## src/rtl/ad9866_cmd_sched_if.sv

```systemverilog
// ad9866_cmd_sched_if
//   Groups the host register port and the SPI engine handshake of the
//   AD9866 command scheduler.
//   modport slave  : the scheduler (receives host requests, drives the engine)
//   modport master : the environment (host requester plus serial engine)
//   Host port  : host_valid/host_ready request handshake, host_rw, host_addr,
//                host_wdata, host_rdata/host_rdata_valid read return.
//   Engine port: spi_start/spi_word request, spi_busy/spi_done/spi_rdata status.
interface ad9866_cmd_sched_if;
    logic        host_valid;
    logic        host_ready;
    logic        host_rw;
    logic [4:0]  host_addr;
    logic [7:0]  host_wdata;
    logic [7:0]  host_rdata;
    logic        host_rdata_valid;
    logic        spi_start;
    logic [15:0] spi_word;
    logic        spi_busy;
    logic        spi_done;
    logic [7:0]  spi_rdata;

    modport slave (
        input  host_valid, host_rw, host_addr, host_wdata,
        input  spi_busy, spi_done, spi_rdata,
        output host_ready, host_rdata, host_rdata_valid,
        output spi_start, spi_word
    );

    modport master (
        output host_valid, host_rw, host_addr, host_wdata,
        output spi_busy, spi_done, spi_rdata,
        input  host_ready, host_rdata, host_rdata_valid,
        input  spi_start, spi_word
    );
endinterface

```

## src/rtl/ad9866_cmd_sched.sv

```systemverilog
// ad9866_cmd_sched
//   Schedules run-time SPI register traffic (RX gain reg 0x09, TX gain reg
//   0x0A, host register port) to the AD9866 serial engine once its power-up
//   init sequence is done. Round-robin arbitration over host -> tx -> rx,
//   gain changes coalesced (value latched at grant), watchdog on stuck
//   transfers, minimum idle gap between engine transfers.
//
//   Handshakes:
//     host : host_valid is held until host_ready; host_ready is a one-cycle
//            pulse meaning the request fields have been captured.
//     spi  : spi_start is held with a stable spi_word until spi_busy is seen;
//            spi_done is a one-cycle pulse ending the transfer, spi_rdata is
//            valid with it.
//
//   Ports: clk, reset (async, active-high), init_done, rx_gain, tx_gain,
//          clr_err, grant (0 host, 1 tx, 2 rx), timeout_err (sticky),
//          dbg_state_o (FSM state), bus (ad9866_cmd_sched_if.slave).
//
//   Build option: define AD9866_READBACK_EN to support host reads
//   (spi_word bit15 = host_rw, read data returned on host_rdata).
//   Without it every host request is a write and the read return is tied 0.
module ad9866_cmd_sched #(
    parameter int GAP_CYC     = 4,
    parameter int TIMEOUT_CYC = 1024
) (
    input  logic                     clk,
    input  logic                     reset,
    input  logic                     init_done,
    input  logic [5:0]               rx_gain,
    input  logic [5:0]               tx_gain,
    input  logic                     clr_err,
    output logic [1:0]               grant,
    output logic                     timeout_err,
    output logic [2:0]               dbg_state_o,
    ad9866_cmd_sched_if.slave        bus
);

    localparam int WD_W  = $clog2(TIMEOUT_CYC + 1);
    localparam int GAP_W = $clog2(GAP_CYC + 1);
    localparam logic [WD_W-1:0]  WD_LAST  = WD_W'(TIMEOUT_CYC - 1);
    localparam logic [GAP_W-1:0] GAP_LAST = GAP_W'(GAP_CYC - 1);

    localparam logic [1:0] G_HOST = 2'd0;
    localparam logic [1:0] G_TX   = 2'd1;
    localparam logic [1:0] G_RX   = 2'd2;

    typedef enum logic [2:0] {
        S_WAIT_INIT = 3'd0,
        S_IDLE      = 3'd1,
        S_ISSUE     = 3'd2,
        S_BUSY      = 3'd3,
        S_GAP       = 3'd4
    } state_t;

    state_t           state_q;
    logic [1:0]       rr_q;
    logic [1:0]       grant_q;
    logic [15:0]      word_q;
    logic             start_q;
    logic             host_ready_q;
    logic             host_read_q;
    logic [7:0]       rdata_q;
    logic             rdv_q;
    logic             terr_q;
    logic [5:0]       last_rx_q;
    logic [5:0]       last_tx_q;
    logic             ok_rx_q;
    logic             ok_tx_q;
    logic [WD_W-1:0]  wd_q;
    logic [GAP_W-1:0] gap_q;

    logic             eff_rw;

`ifdef AD9866_READBACK_EN
    assign eff_rw                = bus.host_rw;
    assign bus.host_rdata        = rdata_q;
    assign bus.host_rdata_valid  = rdv_q;
`else
    logic unused_readback;
    assign eff_rw                = 1'b0;
    assign bus.host_rdata        = 8'h00;
    assign bus.host_rdata_valid  = 1'b0;
    assign unused_readback       = ^{bus.host_rw, rdata_q, rdv_q};
`endif

    // Pending vector indexed by grant code; bit 3 is a never-pending pad.
    logic [3:0] pend;
    assign pend = {1'b0,
                   (!ok_rx_q || (rx_gain != last_rx_q)),
                   (!ok_tx_q || (tx_gain != last_tx_q)),
                   bus.host_valid};

    function automatic logic [1:0] rr_next(input logic [1:0] g);
        return (g == G_RX) ? G_HOST : g + 2'd1;
    endfunction

    // First pending requester strictly after the last grant, wrapping.
    logic [1:0]  c1, c2, c3, sel_d;
    logic [15:0] word_d;
    always_comb begin
        c1    = rr_next(rr_q);
        c2    = rr_next(c1);
        c3    = rr_next(c2);
        sel_d = c3;
        if (pend[c1])      sel_d = c1;
        else if (pend[c2]) sel_d = c2;

        word_d = {eff_rw, 2'b00, bus.host_addr, eff_rw ? 8'h00 : bus.host_wdata};
        if (sel_d == G_TX) word_d = {1'b0, 2'b00, 5'h0A, 2'b01, tx_gain};
        if (sel_d == G_RX) word_d = {1'b0, 2'b00, 5'h09, 2'b01, rx_gain};
    end

    always_ff @(posedge clk or posedge reset) begin
        if (reset) begin
            state_q      <= S_WAIT_INIT;
            rr_q         <= G_RX;
            grant_q      <= G_HOST;
            word_q       <= '0;
            start_q      <= 1'b0;
            host_ready_q <= 1'b0;
            host_read_q  <= 1'b0;
            rdata_q      <= '0;
            rdv_q        <= 1'b0;
            terr_q       <= 1'b0;
            last_rx_q    <= '0;
            last_tx_q    <= '0;
            ok_rx_q      <= 1'b0;
            ok_tx_q      <= 1'b0;
            wd_q         <= '0;
            gap_q        <= '0;
        end else begin
            host_ready_q <= 1'b0;
            rdv_q        <= 1'b0;
            case (state_q)
                S_WAIT_INIT: begin
                    if (init_done) state_q <= S_IDLE;
                end
                S_IDLE: begin
                    if (!init_done) begin
                        state_q <= S_WAIT_INIT;
                    end else if (|pend) begin
                        grant_q      <= sel_d;
                        word_q       <= word_d;
                        start_q      <= 1'b1;
                        wd_q         <= '0;
                        host_ready_q <= (sel_d == G_HOST);
                        host_read_q  <= (sel_d == G_HOST) && eff_rw;
                        state_q      <= S_ISSUE;
                    end
                end
                S_ISSUE, S_BUSY: begin
                    // Done beats a same-cycle watchdog expiry.
                    if (bus.spi_done) begin
                        start_q <= 1'b0;
                        gap_q   <= '0;
                        state_q <= S_GAP;
                        if (grant_q == G_RX) begin
                            last_rx_q <= word_q[5:0];
                            ok_rx_q   <= 1'b1;
                        end
                        if (grant_q == G_TX) begin
                            last_tx_q <= word_q[5:0];
                            ok_tx_q   <= 1'b1;
                        end
                        if (host_read_q) begin
                            rdata_q <= bus.spi_rdata;
                            rdv_q   <= 1'b1;
                        end
                    end else if (wd_q == WD_LAST) begin
                        // Gain bookkeeping untouched so the requester retries.
                        terr_q  <= 1'b1;
                        start_q <= 1'b0;
                        gap_q   <= '0;
                        state_q <= S_GAP;
                        if (host_read_q) begin
                            rdata_q <= 8'hFF;
                            rdv_q   <= 1'b1;
                        end
                    end else begin
                        wd_q <= wd_q + 1'b1;
                        if (state_q == S_ISSUE && bus.spi_busy) begin
                            start_q <= 1'b0;
                            state_q <= S_BUSY;
                        end
                    end
                end
                S_GAP: begin
                    if (gap_q == GAP_LAST) begin
                        rr_q    <= grant_q;
                        state_q <= init_done ? S_IDLE : S_WAIT_INIT;
                    end else begin
                        gap_q <= gap_q + 1'b1;
                    end
                end
                default: state_q <= S_WAIT_INIT;
            endcase
            // Clear has priority over a same-cycle watchdog set.
            if (clr_err) terr_q <= 1'b0;
        end
    end

    assign grant          = grant_q;
    assign timeout_err    = terr_q;
    assign dbg_state_o    = state_q;
    assign bus.host_ready = host_ready_q;
    assign bus.spi_start  = start_q;
    assign bus.spi_word   = word_q;

endmodule
```

## src/flat_wrapper.sv

```systemverilog
// flat-port wrapper written by rule: the top's interface ports become plain ports
module ad9866_cmd_sched_flat 
#(
    parameter int GAP_CYC     = 4,
    parameter int TIMEOUT_CYC = 1024
)
  (clk, reset, init_done, rx_gain, tx_gain, clr_err, grant, timeout_err, dbg_state_o, bus_host_valid, bus_host_rw, bus_host_addr, bus_host_wdata, bus_spi_busy, bus_spi_done, bus_spi_rdata, bus_host_ready, bus_host_rdata, bus_host_rdata_valid, bus_spi_start, bus_spi_word);
  ad9866_cmd_sched_if bus_i ();
  input  logic clk;
  input  logic reset;
  input  logic init_done;
  input  logic [5:0] rx_gain;
  input  logic [5:0] tx_gain;
  input  logic clr_err;
  output logic [1:0] grant;
  output logic timeout_err;
  output logic [2:0] dbg_state_o;
  input wire logic [$bits(bus_i.host_valid)-1:0] bus_host_valid;
  input wire logic [$bits(bus_i.host_rw)-1:0] bus_host_rw;
  input wire logic [$bits(bus_i.host_addr)-1:0] bus_host_addr;
  input wire logic [$bits(bus_i.host_wdata)-1:0] bus_host_wdata;
  input wire logic [$bits(bus_i.spi_busy)-1:0] bus_spi_busy;
  input wire logic [$bits(bus_i.spi_done)-1:0] bus_spi_done;
  input wire logic [$bits(bus_i.spi_rdata)-1:0] bus_spi_rdata;
  output wire logic [$bits(bus_i.host_ready)-1:0] bus_host_ready;
  output wire logic [$bits(bus_i.host_rdata)-1:0] bus_host_rdata;
  output wire logic [$bits(bus_i.host_rdata_valid)-1:0] bus_host_rdata_valid;
  output wire logic [$bits(bus_i.spi_start)-1:0] bus_spi_start;
  output wire logic [$bits(bus_i.spi_word)-1:0] bus_spi_word;
  assign bus_i.host_valid = bus_host_valid;
  assign bus_i.host_rw = bus_host_rw;
  assign bus_i.host_addr = bus_host_addr;
  assign bus_i.host_wdata = bus_host_wdata;
  assign bus_i.spi_busy = bus_spi_busy;
  assign bus_i.spi_done = bus_spi_done;
  assign bus_i.spi_rdata = bus_spi_rdata;
  assign bus_host_ready = bus_i.host_ready;
  assign bus_host_rdata = bus_i.host_rdata;
  assign bus_host_rdata_valid = bus_i.host_rdata_valid;
  assign bus_spi_start = bus_i.spi_start;
  assign bus_spi_word = bus_i.spi_word;
  ad9866_cmd_sched #(.GAP_CYC(GAP_CYC), .TIMEOUT_CYC(TIMEOUT_CYC)) u_core (.clk(clk), .reset(reset), .init_done(init_done), .rx_gain(rx_gain), .tx_gain(tx_gain), .clr_err(clr_err), .grant(grant), .timeout_err(timeout_err), .dbg_state_o(dbg_state_o), .bus(bus_i));
endmodule
```

## config.mk

```make
export PLATFORM = sky130hd
export DESIGN_NAME = ad9866_cmd_sched_flat
export DESIGN_NICKNAME = d
export VERILOG_FILES = /design/src/rtl/ad9866_cmd_sched_if.sv /design/src/rtl/ad9866_cmd_sched.sv /design/src/flat_wrapper.sv
export SDC_FILE = /design/constraint.sdc
export NUM_CORES = 1
export LEC_CHECK = 0
export BUFFER_PORTS_ARGS = -buffer_cell sky130_fd_sc_hd__clkbuf_2
export CAP_MARGIN = 0
export CORE_ASPECT_RATIO = 1.25
export CORE_MARGIN = 1.5
export CORE_UTILIZATION = 47
export CTS_CLUSTER_DIAMETER = 200
export DETAILED_ROUTE_END_ITERATION = 10
export MAX_ROUTING_LAYER = met4
export PLACE_DENSITY = 0.83
export SETUP_SLACK_MARGIN = 0.3
export SLEW_MARGIN = 20
export SYNTH_ARGS = -nofsm -noshare
export SYNTH_HDL_FRONTEND = slang
export SYNTH_SLANG_ARGS = --single-unit
```

## constraint.sdc

```tcl
create_clock -name clk -period 2 [get_ports clk]
set_input_delay 0.2 -clock clk [delete_from_list [all_inputs] [get_ports clk]]
set_output_delay 0.2 -clock clk [all_outputs]
set_load 0.005 [all_outputs]
```

# Word-level counts from Yosys, hierarchy flattened
# Index checks and enable logic that the tools add are counted.
classes:
  order_cmp: 2
  reduce_logical: 22
  mux: 42
  eq_ne: 26
  n_addsub: 5
op_table:
  columns: ["operator", "n"]
  rows:
  - ["$mux W11", 4]
  - ["$mux W3", 10]
  - ["$mux W13", 2]
  - ["$pmux W11 S2", 1]
  - ["$mux W1", 15]
  - ["$reduce_and A3 Y1", 5]
  - ["$ne A2 B2 Y1 const B", 6]
  - ["$ne A6 B6 Y1", 2]
  - ["$pmux W3 S4", 1]
  - ["$add A11 B1 Y11 const B", 1]
  - ["$eq A11 B10 Y1 const B", 1]
  - ["$eq A2 B2 Y1 const B", 5]
  - ["$mux W2", 5]
  - ["$eq A3 B2 Y1 const B", 3]
  - ["$reduce_and A4 Y1", 2]
  - ["$reduce_bool A2 Y1", 4]
  - ["$add A2 B1 Y2 const B", 3]
  - ["$lt A2 B3 Y1 const B", 2]
  - ["$ne A3 B2 Y1 const B", 2]
  - ["$pmux W3 S2", 1]
  - ["$reduce_and A5 Y1", 1]
  - ["$bmux W1 S2", 2]
  - ["$eq A2 B1 Y1 const B", 2]
  - ["$ne A2 B1 Y1 const B", 2]
  - ["13 further kinds", 15]
totals:
  elab_cells: 110
  reg_bits: 54

# Longest topological paths before layout
logic_depth:
  ltp_word: 12
  depth_mapped: 8

# Worst setup path after synthesis
# Ideal clock, no wire load.
synth_path:
  kind: "flip-flop to flip-flop"
  start: "reg u_core.wd_q[0]"
  end: "reg u_core.wd_q[5]"
  n_path_buf: 0
  setup_time_ps: 119
  synth_period_minus_slack_ps: 1950
  path_stages_with_launch: 8
  setup_slack_ps: 50
  arrival_time_ps: 1831
  path_cell_list: "dfrtp_1 > ha_1 > nand3_1 > o41ai_2 > and2_4 > a2111oi_2 > a21oi_1 > o21a_1"
synth_between:
  elab_chain_cells: 4
  elab_cells_between_ends: 7
synth_lines:
  columns: ["item", "line", "text"]
  rows:
  - ["from (decl)", "ad9866_cmd_sched.sv:69", "logic [WD_W-1:0] wd_q;"]
  - ["from (signal assigned)", "ad9866_cmd_sched.sv:180", "wd_q <= wd_q + 1'b1;"]
  - ["$add A11 B1 Y11", "ad9866_cmd_sched.sv:180", null]
  - ["$mux W11", "ad9866_cmd_sched.sv:169", "end else if (wd_q == WD_LAST) begin"]
  - ["$mux W11", "ad9866_cmd_sched.sv:153", "if (bus.spi_done) begin"]
  - ["$pmux W11 S2", "ad9866_cmd_sched.sv:134", "case (state_q)"]
# Parallel ways exist; a longest one is shown, timed or not. The select of a mux whose other input is x is not followed.
# A chain may end at the register's enable or synchronous reset.

# Worst setup path after layout
layout_path:
  start: "reg u_core.last_tx_q[0]"
  end: "reg u_core.wd_q[5]"
layout_between:
  elab_chain_cells: 5
layout_lines:
  columns: ["item", "line", "text"]
  rows:
  - ["from (decl)", "ad9866_cmd_sched.sv:66", "logic [5:0] last_tx_q;"]
  - ["from (signal assigned)", "ad9866_cmd_sched.sv:162", "last_tx_q <= word_q[5:0];"]
  - ["$ne A6 B6 Y1", "ad9866_cmd_sched.sv:90", "(!ok_tx_q || (tx_gain != last_tx_q)),"]
  - ["$logic_or A1 B1 Y1", "ad9866_cmd_sched.sv:90", null]
  - ["$reduce_or A3 Y1", "ad9866_cmd_sched.sv:141", "end else if (|pend) begin"]
  - ["$ne A2 B1 Y1 (no source line)", null, null]
  - ["$reduce_and A5 Y1 (no source line)", null, null]
# Every way passes these cells.

==> flow_metrics.tcl <==
set metrics [dict create \
    status "completed" \
    finalSetupTns_ns 0 \
    avgSynthCellArea_um2 10.9 \
    maxSlewViolCount 0 \
    p_per_area_mw_per_mm2 1290 \
    yosysMostFrequentCell "dfrtp_1" \
    wl_per_cell_um 16.4 \
    crit_required_ns 2.20 \
    dp_hpwl_um 4340 \
    synth.top_cells.by_area "dfrtp_1 (47%), mux2i_1 (7.2%), mux2_2 (5.9%), xnor2_1 (4.0%), buf_4 (3.4%)" \
    grt_overflow 0 \
    holdCritPathClass "in2reg" \
    drc 0 \
    design_area_mm2 0.00354 \
    cpPeakStageDelay_ns 0.44 \
    clock_latency_ns 0.31 \
    synth_cell_types 49 \
    multi_input_area_mm2 0.00148 \
    synth-async-reset-ratio 1.00 \
    place_area_mm2 0.00312 \
    finalCritPeriodShare 0.937 \
    vdd_drop_max_uv 895 \
    grt_start_max_net_pins 27 \
    grt_pass1_wl_um 10200 \
    setup_violations 0 \
    synth_edf_count 0 \
    synth-seq-cells 51 \
    vias_per_cell 5.50 \
    clockBufferDepth 2 \
    drive_above_1_share 0.456 \
    tightest_slew_ns 0.586 \
    layoutNonFillerInstCount 395 \
    routed_wl_um 6480 \
    cp_max_fo 6 \
    hold_slack_ns 0.0249 \
    timing.fmax_mhz 534 \
    ant_nets 0 \
    htree_levels 2 \
    fp.coreArea_mm2 0.00544 \
    drv_cap 0 \
    seq_area_frac_synth 0.481 \
    path_clk_slew_ns 0.10 \
    synth_top_area_frac 0.471 \
    num-nets-final 374 \
    cts_sinks 51 \
    antenna_found_initial 0 \
    seq_area_mm2 0.00128 \
    cts_root_buf "clkbuf_8" \
    track_usage 0.220 \
    grt_pass1_vias 2207 \
    port_buffers 52 \
    crit_slowest_cell "dfrtp_1" \
    diodes 0 \
    cts_made_buffers 5 \
    crit_chain "xnor2_2 > nand4_1 > nor4_4 > buf_6 > a2111oi_4 > and3_1 > o21a_1" \
    pin_count 74 \
    fp.dieW_um 70.3 \
    synth_warnings 0 \
    first_pass_iters 4 \
    die_y_um 87.1 \
    rsz0062_at_grt "true" \
    cts_tree "done" \
    drt-initial-drc-count 94 \
    criticalPathCategory "reg2reg" \
    die_area_mm2 0.00612 \
    area_delta_synth_final_pct 33.1 \
    endpoint_kind "flop" \
    synthFlopType "dfrtp_1" \
    synth_area_mm2 0.00266 \
    rows 30 \
    power_leakage_nw 1.65 \
    synth_top_cells_by_count "dfrtp_1 (50), mux2i_1 (19), nand2_1 (18)" \
    slew_headroom 0.608 \
    dp_cells 373 \
    hold_violations 0 \
    start_util 0.488 \
    clock_skew_ns 0.0104 \
    synthCells 244 \
    setup.worst_path.start_class "flop" \
    place_congestion 0.777 \
    yosysTopAreaCell "dfrtp_1" \
    n_fill_cell 390 \
    num_vias 2171 \
    cp_data_arrival_time_ns 2.07 \
    fin_crit_ns 1.87 \
]
state kept, by name (all words and copies together) (netlist names):
signal,count
u_core.bus.spi_word,13
u_core.wd_q,11
u_core.last_rx_q,6
u_core.last_tx_q,6
u_core.dbg_state_o,3
u_core.gap_q,3
u_core.grant,2
u_core.rr_q,2
u_core.bus.host_ready,1
u_core.bus.spi_start,1
u_core.ok_rx_q,1
u_core.ok_tx_q,1
u_core.timeout_err,1
timing repair:
| action | in CTS | in global routing |
|---|---|---|
| hold buffers | 1 | 0 |
| setup buffers | 9 | 3 |
| resized for setup | 17 | 21 |
| hold endpoints to repair | 24 | 0 |
| pin swaps | 18 | 5 |
| endpoints found under the setup margin | 31 | 45 |
| cloned | 1 | 0 |
routing by layer:
| metal | vias to the layer above | GRT usage | routed length, um |
|---|---|---|---|
| li1 | 1005 | - | - |
| met1 | 1075 | 0.240 | 2490 |
| met2 | 76 | 0.395 | 3550 |
| met3 | 15 | 0.0359 | 285 |
| met4 | 0 | 0.0962 | 149 |
| met5 | - | - | 0 |
per-stage QoR:
| stage | power, W | setup WS [ns] | util |
|---|---|---|---|
| after floorplan | 0.00283 | 0.183 | - |
| after global placement | 0.00330 | 0.116 | 0.573 |
| after detailed placement | 0.00339 | 0.0502 | 0.573 |
| after CTS | 0.00435 | 0.148 | 0.627 |
| after global routing | 0.00482 | 0.0340 | 0.650 |
| final | 0.00455 | 0.126 | 0.650 |
area by class of cell:
cell class                 instances  area share
inverter                          13      0.0138
timing repair buffer              82       0.150
sequential                        51       0.362
multi-input combinational        177       0.418
clock buffer                       6      0.0233
clock inverter                     2     0.00990
tap                               64      0.0226
power breakdown:
group	internal (W)	switching, W	leakage [nW]
combinational	0.00109	0.000959	0.950
clock	0.000405	0.000344	0.0612
sequential	0.00140	0.000347	0.640
total	0.00290	0.00165	1.65
kinds of logic after synthesis:
| group | share of synthesized area |
|---|---|
| AO/OA/AOI/OAI | 0.120 |
| XOR/XNOR | 0.0395 |
| adder cells (fa/ha/maj) | 0.0141 |
| buffers and inverters | 0.0598 |
| flip-flops | 0.481 |
| multiplexers | 0.131 |
| other | 0.00141 |
| AND/OR/NAND/NOR | 0.154 |
cell usage in the layout (no fill, tap or decap), types with 2 or more instances in the layout:
cell and count:
nor2_4 2, dfrtp_1 46, nor3b_4 2, mux2_2 14, clkbuf_2 52, clkbuf_8 6
or3_1 3, xnor2_1 4, a22o_1 4, o21ai_1 5, and3_1 3, nand3_1 2
dfrtp_2 4, mux2i_1 19, a21oi_1 11, inv_1 12, buf_4 20, nand2_1 14
or2_2 4, o21ai_0 10, o22ai_1 2, o21a_1 2, nand4_1 3, nor3b_2 2
xnor2_2 8, nand2_2 4, buf_6 8, conb_1 12, nor2_1 14, nand3_4 2
ha_1 2
critical path: cells and delay by family, from the launching register on:
kind            cells  cell delay, ns
compound gates      2            0.25
flops               1            0.44
xor+xnor            1            0.20
buf+inv             1            0.18
simple gates        3            0.69
final timing paths:
path / depth (start not counted) / slack (ns) / endpoint / from
setup / recovery: 7 / 0.13 / u_core.wd_q[5]$_DFFE_PP0P_ / u_core.last_tx_q[0]$_DFFE_PP0P_
setup reg to reg: 7 / 0.13 / u_core.wd_q[5]$_DFFE_PP0P_ / u_core.last_tx_q[0]$_DFFE_PP0P_
hold / removal: 2 / 0.02 / u_core.timeout_err$_DFFE_PP0P_ / clr_err
max in group asynchronous: 4 / 0.97 / u_core.bus.host_ready$_DFF_PP0_ / reset
hold reg to reg: 1 / 0.49 / u_core.ok_rx_q$_DFFE_PP0P_ / u_core.ok_rx_q$_DFFE_PP0P_
min in group asynchronous: 3 / 0.48 / u_core.dbg_state_o[0]$_DFFE_PP0P_ / reset
No activity file was read; power rests on OpenSTA's default activity.
